--- src/rtl/exc_ctrl_pkg.sv ---
// rtl/exc_ctrl_pkg.sv - shared codes, status bit indices and FSM encoding for exc_ctrl
package exc_ctrl_pkg;

  localparam logic [4:0] EXC_SYSCALL = 5'd8;
  localparam logic [4:0] EXC_BREAK   = 5'd9;
  localparam logic [4:0] EXC_TEQ     = 5'd13;
  localparam logic [4:0] EXC_INT     = 5'd0;

  localparam int ST_IE      = 0;
  localparam int ST_SYS_EN  = 1;
  localparam int ST_BRK_EN  = 2;
  localparam int ST_TEQ_EN  = 3;
  localparam int ST_IM_BASE = 10;

  localparam logic [1:0] S_IDLE     = 2'd0;
  localparam logic [1:0] S_COMMIT   = 2'd1;
  localparam logic [1:0] S_REDIRECT = 2'd2;

  typedef enum logic {
    KIND_EXC  = 1'b0,
    KIND_ERET = 1'b1
  } kind_e;

  // IP field is six bits wide in the CP0 cause layout regardless of how many lines are wired
  function automatic logic [31:0] make_cause(input logic [5:0] ip, input logic [4:0] code);
    return {16'b0, ip, 3'b0, code, 2'b0};
  endfunction

endpackage

--- src/rtl/exc_ctrl_irq_sync.sv ---
// rtl/exc_ctrl_irq_sync.sv - per-line irq synchroniser with rising-edge detect
module irq_sync #(
  parameter int SYNC_STAGES = 2
) (
  input  logic clk_i,
  input  logic rst_i,
  input  logic irq_i,
  output logic rise_o
);

  logic [SYNC_STAGES-1:0] sync_q;
  logic                   prev_q;

  always_ff @(posedge clk_i) begin
    if (rst_i) begin
      sync_q <= '0;
      prev_q <= 1'b0;
    end else begin
      sync_q <= {sync_q[SYNC_STAGES-2:0], irq_i};
      prev_q <= sync_q[SYNC_STAGES-1];
    end
  end

  assign rise_o = sync_q[SYNC_STAGES-1] & ~prev_q;

endmodule

--- src/rtl/exc_ctrl.sv ---
// rtl/exc_ctrl.sv - exception/interrupt arbiter feeding CP0 strobes and fetch redirect
module exc_ctrl
  import exc_ctrl_pkg::*;
#(
  parameter logic [31:0] VECTOR      = 32'h0040_0004,
  parameter int          IRQ_W       = 6,
  parameter int          SYNC_STAGES = 2
) (
  input  logic             clk_i,
  input  logic             rst_i,
  input  logic             syscall_i,
  input  logic             brk_i,
  input  logic             teq_trap_i,
  input  logic             eret_req_i,
  input  logic [IRQ_W-1:0] irq_i,
  input  logic [31:0]      pc_cur_i,
  input  logic [31:0]      status_i,
  input  logic [31:0]      epc_i,
  input  logic             stall_in_i,
  output logic             exception_o,
  output logic             eret_o,
  output logic [31:0]      cause_o,
  output logic [31:0]      exc_pc_o,
  output logic             busy_o,
  output logic             redirect_o,
  output logic [31:0]      redirect_pc_o
);

  logic [IRQ_W-1:0] rise;
  logic [IRQ_W-1:0] pending_q, pending_d;
  logic [IRQ_W-1:0] int_hit, int_sel, int_sel_q;
  logic [1:0]       state_q, state_d;
  kind_e            kind_q, cand_kind;
  logic [4:0]       code_q, cand_code;
  logic [5:0]       ip_q, ip_ext;
  logic [31:0]      pc_q, epc_q;
  logic             cand, take_int, found, ie, accept;

  for (genvar g = 0; g < IRQ_W; g++) begin : g_sync
    irq_sync #(.SYNC_STAGES(SYNC_STAGES)) u_sync (
      .clk_i  (clk_i),
      .rst_i  (rst_i),
      .irq_i  (irq_i[g]),
      .rise_o (rise[g])
    );
  end

  assign ie      = status_i[ST_IE];
  assign int_hit = pending_q & status_i[ST_IM_BASE +: IRQ_W];

  always_comb begin
    int_sel = '0;
    found   = 1'b0;
    for (int i = 0; i < IRQ_W; i++) begin
      if (!found && int_hit[i]) begin
        int_sel[i] = 1'b1;
        found      = 1'b1;
      end
    end
  end

  always_comb begin
    cand      = 1'b1;
    cand_kind = KIND_EXC;
    cand_code = EXC_INT;
    take_int  = 1'b0;
    if (eret_req_i) begin
      cand_kind = KIND_ERET;
    end else if (syscall_i && ie && status_i[ST_SYS_EN]) begin
      cand_code = EXC_SYSCALL;
    end else if (brk_i && ie && status_i[ST_BRK_EN]) begin
      cand_code = EXC_BREAK;
    end else if (teq_trap_i && ie && status_i[ST_TEQ_EN]) begin
      cand_code = EXC_TEQ;
    end else if (ie && |int_hit) begin
      take_int = 1'b1;
    end else begin
      cand = 1'b0;
    end
  end

  assign accept = (state_q == S_IDLE) && !stall_in_i && cand;

  always_comb begin
    state_d = state_q;
    case (state_q)
      S_IDLE:     if (accept) state_d = S_COMMIT;
      S_COMMIT:   state_d = S_REDIRECT;
      S_REDIRECT: state_d = S_IDLE;
      default:    state_d = S_IDLE;
    endcase
  end

  // a new edge on the line being cleared wins, so it is not lost
  assign pending_d = (pending_q & ~((state_q == S_COMMIT) ? int_sel_q : '0)) | rise;

  always_comb begin
    ip_ext             = '0;
    ip_ext[IRQ_W-1:0]  = pending_q;
  end

  always_ff @(posedge clk_i) begin
    if (rst_i) begin
      state_q   <= S_IDLE;
      pending_q <= '0;
      int_sel_q <= '0;
      kind_q    <= KIND_EXC;
      code_q    <= '0;
      ip_q      <= '0;
      pc_q      <= '0;
      epc_q     <= '0;
    end else begin
      state_q   <= state_d;
      pending_q <= pending_d;
      if (accept) begin
        int_sel_q <= take_int ? int_sel : '0;
        kind_q    <= cand_kind;
        code_q    <= cand_code;
        ip_q      <= ip_ext;
        pc_q      <= pc_cur_i;
        epc_q     <= epc_i;
      end
    end
  end

  assign exception_o   = (state_q == S_COMMIT) && (kind_q == KIND_EXC);
  assign eret_o        = (state_q == S_COMMIT) && (kind_q == KIND_ERET);
  assign cause_o       = exception_o ? make_cause(ip_q, code_q) : 32'b0;
  assign exc_pc_o      = exception_o ? pc_q : 32'b0;
  assign redirect_o    = (state_q == S_REDIRECT);
  assign redirect_pc_o = redirect_o ? ((kind_q == KIND_ERET) ? epc_q : VECTOR) : 32'b0;
  assign busy_o        = (state_q != S_IDLE);

  logic unused_status;
  assign unused_status = ^{status_i[31:ST_IM_BASE+IRQ_W], status_i[ST_IM_BASE-1:4]};

endmodule

--- config.mk ---
export PLATFORM = sky130hd
export DESIGN_NAME = exc_ctrl
export DESIGN_NICKNAME = d
export VERILOG_FILES = /design/src/rtl/exc_ctrl_pkg.sv /design/src/rtl/exc_ctrl_irq_sync.sv /design/src/rtl/exc_ctrl.sv
export SDC_FILE = /design/constraint.sdc
export NUM_CORES = 1
export LEC_CHECK = 0
export CAP_MARGIN = 20
export CORE_MARGIN = 8
export CORE_UTILIZATION = 47
export DETAILED_ROUTE_END_ITERATION = 7
export MAX_ROUTING_LAYER = met4
export PLACE_DENSITY = 0.86
export SYNTH_ARGS = -nofsm -noshare
export SYNTH_HDL_FRONTEND = slang
export SYNTH_SLANG_ARGS = --single-unit
--- constraint.sdc ---
create_clock -name clk_i -period 4.2 [get_ports clk_i]
set_input_delay 0.84 -clock clk_i [delete_from_list [all_inputs] [get_ports clk_i]]
set_output_delay 0.84 -clock clk_i [all_outputs]
set_load 0.02 [all_outputs]
==> out/results.ini, run 1 <==
[sta]
finClkSkew_ns = 0.0170
finalMaxSlewViolations = 0
max_clock_freq_mhz = 293
holdWs_ns = 0.441
hold_viol = 0
rsz0062_at_grt = no
slew-limit-headroom_pct = 39.1
timing.final.ws_setup_ns = 0.790
worst_pin_slew_ns = 0.913
setup_viol = 0
finalCriticalPeriod_ns = 3.41
period_share_pct = 81.2
tns_ns = 0

[drt]
drt-initial-drc-count = 263
vias = 4080
dr.pass1.iters = 4
post_drt_via_cell_ratio = 4.85
drc = 0
ant_nets = 0
drt_wl_total_microns = 12800
routedWlPerCell_microns = 15.2

[global_route]
grt_pass1_vias = 4213
grt_max_degree = 123
grt_pass1_wl_microns = 20400
grt.overflow.total = 0
antenna_found_initial = 0
grt_use_total_pct = 17.6

[min_path]
hold_class = flip-flop to flip-flop

[logic_synthesis]
ys_seq_area_share_pct = 41.1
synth_cell_type_count = 33
synth_cells = 557
async_reset_ff_share_pct = 0
ys_ff_latch = 106
synth_ff_type = dfxtp_1
synth.avg_cell_area_sq_um = 9.28
syn_area_sq_um = 5170
synth_edf_count = 0
yosysWarnings = 0

[final_layout]
area_growth_pct = 33.9
final_common_cell = clkdlybuf4s50_1
n_antenna_cell = 0
layout_common_cells = clkdlybuf4s50_1 (162), nand2b_1 (150), dfxtp_1 (106), mux2i_1 (75), and2_1 (44)
layout-drive-gt1-share_pct = 3.99
final_area_sq_um = 6920
multi_input_area_sq_um = 2750
nets = 805
final-seq-area_sq_um = 2120
fill_cells = 889

[floorplan]
die_x_microns = 121
initial_utilization_pct = 47.9
die_h_microns = 121
dieArea_sq_um = 14600
ioPinCount = 209
rows = 38
core_area_sq_um = 10800

[clock_network]
cts_tree = built
cts_sinks = 106
cts_buffers = 9
insertion_delay_ns = 0.36
clkSlewWorstSetupHoldPaths_ns = 0.10
cts-root-buf = clkbuf_8
h-tree-depth = 3
cts_resized = 0
cts_hold_buf = 0
clockBufferDepth = 2
cts_setup_buffers = 0

[critical_path]
crit_slowest_cell = clkdlybuf4s50_1
path_max_fanout = 24
r2r_setup_slack_ns = 2.09
crit_required_ns = 3.36
setup.worst_path.end_class = output port
worstSetupStartpointType = flip-flop
path_cells = nand2b_1 > nor2_2 > buf_4 > and2_1 > clkdlybuf4s50_1
crit_arrival_ns = 2.57
critPathMaxStageDelay_ns = 0.62
critPathKind = flip-flop to output port

[pwr]
p_per_area_nw_per_um2 = 293
worst_ir_drop_vdd_uv = 187
leakagePower_nw = 2.70

[placed_design]
place_congestion = 0.814
place_hpwl_microns = 9290
place_ws_ns = 1.14
io_buffers = 163
placed_area_sq_um = 6740

[flow_run]
cap_violations = 0

[status]
status = finished, final reports clean

==> routing by layer <==
layer  track usage [%]  wire [microns]
met1              18.4            5190
met4              7.26             262
met3              3.73             723
met2              31.6            6620
met5                 -               0
==> synthesized netlist by cell type, types with 2 or more instances <==
cell      instances  share of area, %
nor2_1            9              0.65
buf_6             5               1.1
a22oi_1           2              0.29
clkbuf_1         29               2.1
nand3_1           2              0.19
nand4_1           6              0.73
nor2b_1          25               3.0
o21ai_1           2              0.19
nor3_1            3              0.29
dfxtp_1         106                41
nand2b_1        150                18
and3_1           30               3.6
mux2i_1          75                15
a22o_1            2              0.34
nand2_1          11              0.80
o21ai_0           2              0.19
buf_4            27               3.9
inv_1             4              0.29
and2_1           44               5.3
a21oi_1          10              0.97
==> critical path, delay by kind of cell (launching register included) <==
kind / cells / cell delay (ns)
AND/OR/NAND/NOR: 3 / 0.88
flip-flops: 1 / 0.36
buffers and inverters: 2 / 0.97
==> metrics by stage <==
stage / power, mW / cells / util (%)
after detailed placement: 1.46 / 825 / 62.5
after global routing: 2.13 / 841 / 64.1
after CTS: 2.05 / 841 / 64.1
after floorplan: 1.34 / 579 / -
final: 2.03 / 841 / 64.1
after global placement: 1.45 / 825 / 62.5
==> cell type report <==
cell class                 count  share of cell area [%]
clock buffer                  11                    2.04
clock inverter                 5                   0.542
inverter                       4                   0.217
multi-input combinational    407                    39.7
sequential                   106                    30.7
tap                          140                    2.53
timing repair buffer         168                    24.3
==> cell families (layout without fill, tap and decap cells) <==
family,Yosys count,in the layout,share of synthesized area (%)
muxes,76,76,14.7
AOI/OAI and AO/OA,25,25,3.29
and+or+nand+nor,283,283,33.3
DFF,106,106,41.1
other,1,23,0.0726
buffers and inverters,66,188,7.51
==> final timing paths <==
path / from / cells past startpoint / to
max: state_q[1] / 5 / cause_o[2]
min: g_sync[1].u_sync.sync_q[0] / 1 / g_sync[1].u_sync.sync_q[1]
max reg2reg: state_q[1] / 5 / pc_q[22]
min reg2reg: g_sync[1].u_sync.sync_q[0] / 1 / g_sync[1].u_sync.sync_q[1]
==> sequential cells by signal, indices dropped and copies added (netlist names) <==
| register | cells |
|---|---|
| ip_q | 6 |
| kind_q | 1 |
| epc_q | 32 |
| g_sync.u_sync.sync_q | 12 |
| code_q | 3 |
| int_sel_q | 6 |
| pc_q | 32 |
| state_q | 2 |
| ip_ext | 6 |
| g_sync.u_sync.prev_q | 6 |
==> power breakdown <==
part           internal (mW)  switching (mW)  total, mW
combinational          0.184           0.166      0.349
sequential              1.06          0.0279       1.09
clock                  0.235           0.351      0.586
total                   1.48           0.544       2.03
(Power assumes the default switching activity.)
==> run 2: changes to the inputs <==
--- a/config.mk
+++ b/config.mk
@@ -7,10 +7,10 @@
 export LEC_CHECK = 0
 export CAP_MARGIN = 20
 export CORE_MARGIN = 8
-export CORE_UTILIZATION = 47
+export CORE_UTILIZATION = 44
 export DETAILED_ROUTE_END_ITERATION = 7
 export MAX_ROUTING_LAYER = met4
-export PLACE_DENSITY = 0.86
+export PLACE_DENSITY = 0.81
 export SYNTH_ARGS = -nofsm -noshare
 export SYNTH_HDL_FRONTEND = slang
 export SYNTH_SLANG_ARGS = --single-unit
==> constraint.sdc (replaced) <==
create_clock -name clk_i -period 3.15 [get_ports clk_i]
set_input_delay 0.63 -clock clk_i [delete_from_list [all_inputs] [get_ports clk_i]]
set_output_delay 0.63 -clock clk_i [all_outputs]
set_load 0.02 [all_outputs]
==> run 2 against run 1 <==
  * Clock skew shrank 0.0055 ns
  * Core utilization fell by 2.2 points
  * Routed wire length increased by 2.0%
  * Power increased by 50%
  * Combinational power grew 33%
  * Non-clock buffer count increased by 2
  * Clock-buffer cell count is 2 lower
  * First-iteration DRC count down 39%
  * Highest routed layer unchanged
==> out/results.ini, run 2 (synthesis results as in run 1) <==
[status]
status = finished, final reports clean

[drt]
drt-initial-drc-count = 161
drt_wl_total_microns = 13100
drc = 0
ant_nets = 0
routedWlPerCell_microns = 15.4
post_drt_via_cell_ratio = 4.78
dr.pass1.iters = 4
vias = 4042

[min_path]
hold_class = flip-flop to flip-flop

[final_layout]
final-seq-area_sq_um = 2120
n_antenna_cell = 0
final_cells = 846
area_growth_pct = 36.8
top_regs = epc_q (32), pc_q (32), g_sync.u_sync.sync_q (12)
nets = 807
multi_input_area_sq_um = 2750
fill_cells = 982
final_util_pct = 61.9
layout-drive-gt1-share_pct = 4.41
layout_common_cells = clkdlybuf4s50_1 (162), nand2b_1 (150), dfxtp_1 (106), mux2i_1 (75), and2_1 (44)
final_area_sq_um = 7070
final_common_cell = clkdlybuf4s50_1

[critical_path]
cp_num_buf_inv = 3
crit_slowest_cell = clkdlybuf4s50_1
r2r_setup_slack_ns = 1.16
worstSetupStartpointType = flip-flop
ff2ff_path_depth = 5
path_cells = nand2b_1 > inv_1 > buf_4 > and3_1 > clkdlybuf4s50_1
path_depth = 5
rr_endpoint = pc_q[18]
critPathKind = flip-flop to output port
path_max_fanout = 20
critPathMaxStageDelay_ns = 0.62
cpLargestDelayFamily = buffers and inverters
crit_arrival_ns = 2.30
critPathLaunch = state_q[0]
setup.worst_path.end_class = output port
crit_required_ns = 2.52
worstReg2RegStart = ip_ext[0]
cp-endpoint = redirect_pc_o[5]

[sta]
worst_pin_slew_ns = 0.696
max_clock_freq_mhz = 342
period_share_pct = 93.0
tns_ns = 0
hold_viol = 0
finClkSkew_ns = 0.0115
setup_viol = 0
finalMaxSlewViolations = 0
timing.final.ws_setup_ns = 0.222
holdWs_ns = 0.439
slew-limit-headroom_pct = 53.6
rsz0062_at_grt = no
finalCriticalPeriod_ns = 2.93

[placed_design]
placed_area_sq_um = 6770
place_inst = 830
place_ws_ns = 0.404
io_buffers = 163
place_hpwl_microns = 9610
place_congestion = 0.752

[global_route]
grt_util_met2_pct = 29.8
grt_max_degree = 97
antenna_found_initial = 0
grt_pass1_wl_microns = 21400
grt.overflow.total = 0
grt_pass1_vias = 4245
grtUsageMet3_pct = 3.49
met1_usage_pct = 18.6
grt_use_total_pct = 17.0
grt.busiest_layer = met2

[floorplan]
ioPinCount = 209
die_x_microns = 124
initial_utilization_pct = 45.2
core_area_sq_um = 11400
die_h_microns = 124
rows = 39
dieArea_sq_um = 15500

[pwr]
intPower_mw = 2.23
p_clk_share_pct = 36.5
swShare_pct = 26.5
p_per_area_nw_per_um2 = 428
switching_power_mw = 0.803
worst_ir_drop_vdd_uv = 346
leakagePower_nw = 2.78
power_mw = 3.03
combPwrFrac_pct = 15.3
seq_power_share_pct = 48.2

[clock_network]
clkSlewWorstSetupHoldPaths_ns = 0.07
cts_sinks = 106
cts_buffers = 9
clockBufferDepth = 2
cts_resized = 0
cts_tree = built
cts_hold_buf = 0
cts_setup_buffers = 0
insertion_delay_ns = 0.35
h-tree-depth = 3
cts-root-buf = clkbuf_16

[flow_run]
cap_violations = 0

[run 2: cell count changes in the layout (fill, tap and decap cells not counted)]
cell	change
clkinvlp_4	-2
inv_6	+3
buf_4	+1
clkbuf_8	-10
clkbuf_16	+9
buf_12	+1
clkinv_8	+2
clkinv_4	-1
clkbuf_1	-1
[run 2: worst reg2reg max path: stages (launching register included)]
cell and delay [ns]:
dfxtp_1 0.36, a222oi_1 0.57, and2_1 0.35, a21oi_4 0.10, buf_4 0.31, mux2i_1 0.19
[run 2: layer usage]
layer | share of wire (%) | wire [microns]
met5 | 0 | 0
met2 | 52 | 6740
met4 | 1.8 | 233
met3 | 3.9 | 511
met1 | 43 | 5570
[run 2: power groups by stage]
stage | Clock, mW | Combinational [mW] | Sequential [mW]
2_1_floorplan | 0 | 0.317 | 1.47
3_3_place_gp | 0 | 0.453 | 1.49
3_5_place_dp | 0 | 0.466 | 1.49
4_1_cts | 1.14 | 0.468 | 1.46
5_1_grt | 1.21 | 0.504 | 1.47
6_report | 1.11 | 0.464 | 1.46
[run 2: how the worst min path moves through the flow]
stage               cells past startpoint                  startpoint                    endpoint  slack [ns]
global placement                        1  g_sync[2].u_sync.sync_q[0]  g_sync[2].u_sync.sync_q[1]        0.42
global route                            1  g_sync[2].u_sync.sync_q[0]  g_sync[2].u_sync.sync_q[1]        0.45
CTS                                     1  g_sync[2].u_sync.sync_q[0]  g_sync[2].u_sync.sync_q[1]        0.45
finish                                  1  g_sync[2].u_sync.sync_q[0]  g_sync[2].u_sync.sync_q[1]        0.44
detailed placement                      1  g_sync[4].u_sync.sync_q[0]  g_sync[4].u_sync.sync_q[1]        0.43
floorplan                               1  g_sync[0].u_sync.sync_q[0]  g_sync[0].u_sync.sync_q[1]        0.41
[run 2: cell type report]
class                      instances  share of cell area, %
clock buffer                       9                   3.19
clock inverter                     7                   1.03
sequential                       106                   30.0
timing repair buffer             170                   24.1
multi-input combinational        407                   38.9
inverter                           4                  0.212
tap                              143                   2.53
==> run 3: changes to the inputs <==
--- a/config.mk
+++ b/config.mk
@@ -6,6 +6,7 @@
 export NUM_CORES = 1
 export LEC_CHECK = 0
 export CAP_MARGIN = 20
+export CORE_ASPECT_RATIO = 2
 export CORE_MARGIN = 8
 export CORE_UTILIZATION = 44
 export DETAILED_ROUTE_END_ITERATION = 7
==> run 3 against run 2 <==
  * Via count up 0.94%
  * Worst setup slack worse by 0.019 ns
  * Non-clock buffer count up 4
  * Fmax down 0.66%
  * Critical endpoint is now redirect_pc_o[28]
==> out/results.ini, run 3 (synthesis results as in run 1) <==
[status]
status = finished, final reports clean

[critical_path]
critPathMaxStageDelay_ns = 0.63
r2r_setup_slack_ns = 0.97
path_max_fanout = 27
worstSetupStartpointType = flip-flop
crit_required_ns = 2.52
ff2ff_path_depth = 5
setup.worst_path.end_class = output port
crit_arrival_ns = 2.32
critPathKind = flip-flop to output port
crit_slowest_cell = clkdlybuf4s50_1
path_cells = nand2b_1 > inv_1 > buf_4 > and3_1 > clkdlybuf4s50_1

[global_route]
grt_use_total_pct = 16.7
grt_max_degree = 103
grt_pass1_vias = 4059
grt_pass1_wl_microns = 20700
grt.overflow.total = 0
antenna_found_initial = 0

[pwr]
p_clk_share_pct = 37.9
seq_power_share_pct = 46.6
power_mw = 3.12
switching_power_mw = 0.806
worst_ir_drop_vdd_uv = 336
swShare_pct = 25.8
p_per_area_nw_per_um2 = 437
intPower_mw = 2.32
combPwrFrac_pct = 15.4
leakagePower_nw = 2.81

[clock_network]
h-tree-depth = 3
cts_buffers = 9
cts_setup_buffers = 0
cts_tree = built
cts-root-buf = clkbuf_16
cts_resized = 0
cts_hold_buf = 0
clkSlewWorstSetupHoldPaths_ns = 0.07
insertion_delay_ns = 0.35
cts_sinks = 106
clockBufferDepth = 2

[floorplan]
dieArea_sq_um = 15700
ioPinCount = 209
core_area_sq_um = 11600
initial_utilization_pct = 44.7
die_x_microns = 92.6
rows = 56
die_h_microns = 169

[final_layout]
top_regs = epc_q (32), pc_q (32), g_sync.u_sync.sync_q (12)
final_util_pct = 61.8
nets = 811
layout-drive-gt1-share_pct = 4.95
n_antenna_cell = 0
layout_common_cells = clkdlybuf4s50_1 (162), nand2b_1 (150), dfxtp_1 (106), mux2i_1 (75), and2_1 (44)
fill_cells = 1034
area_growth_pct = 38.4
final_common_cell = clkdlybuf4s50_1

[sta]
tns_ns = 0
finalMaxSlewViolations = 0
hold_viol = 0
slew-limit-headroom_pct = 38.5
setup_viol = 0
max_clock_freq_mhz = 339
finClkSkew_ns = 0.00950
period_share_pct = 93.6
rsz0062_at_grt = no
finalCriticalPeriod_ns = 2.95
worst_pin_slew_ns = 0.920

[drt]
vias = 4080
drc = 0
drt-initial-drc-count = 152
ant_nets = 0
post_drt_via_cell_ratio = 4.79
routed.top_layer = met4
dr_wl_met3_microns = 832
dr.pass1.iters = 4
routedWlPerCell_microns = 15.1
wl_met1_microns = 5770
drt_wl_total_microns = 12900
route.met2.wl_microns = 6100

[placed_design]
place_hpwl_microns = 9270
place_congestion = 0.776
io_buffers = 163

[min_path]
hold_class = flip-flop to flip-flop
hold_depth = 1

[flow_run]
cap_violations = 0

==> run 3: power by group through the flow <==
stage	clock network [mW]	logic, mW	registers [mW]
2_1_floorplan	0	0.317	1.47
3_3_place_gp	0	0.476	1.48
3_5_place_dp	0	0.485	1.49
4_1_cts	1.22	0.487	1.46
5_1_grt	1.27	0.524	1.47
6_report	1.18	0.482	1.46
==> run 3: per-stage QoR <==
stage	setup WS, ns	hold slack (ns)	area (sq um)	std cells
global placement	0.279	0.415	6830	836
CTS	0.190	0.442	7150	852
finish	0.202	0.439	7150	852
global route	0.0704	0.461	7150	852
floorplan	1.18	0.414	5250	579
detailed placement	0.245	0.424	6830	836
==> run 3: final timing paths <==
path / startpoint / end
setup / recovery: state_q[0] / redirect_pc_o[28]
hold / removal: g_sync[3].u_sync.sync_q[0] / g_sync[3].u_sync.sync_q[1]
setup reg to reg: ip_ext[1] / epc_q[10]
hold reg to reg: g_sync[3].u_sync.sync_q[0] / g_sync[3].u_sync.sync_q[1]
==> run 3: critical path: cells and delay by family (launching register included) <==
kind / cells / cell delay (ns)
buf+inv: 3 / 1.15
flops: 1 / 0.35
simple gates: 2 / 0.46
==> run 3: area by class of cell <==
type | count | area, sq um | share of cell area [%]
repair buffers | 174 | 1760 | 24.6
well taps | 145 | 181 | 2.54
inverters | 4 | 15.0 | 0.210
multi-input cells | 407 | 2750 | 38.5
clock inverters | 7 | 93.8 | 1.31
clock buffers | 9 | 225 | 3.15
flip-flops and latches | 106 | 2120 | 29.7
==> run 3: layer usage <==
layer | track usage (%) | vias up
li1 | - | 2061
met1 | 19.7 | 1877
met2 | 26.5 | 129
met3 | 5.01 | 13
met4 | 5.44 | 0
met5 | - | -
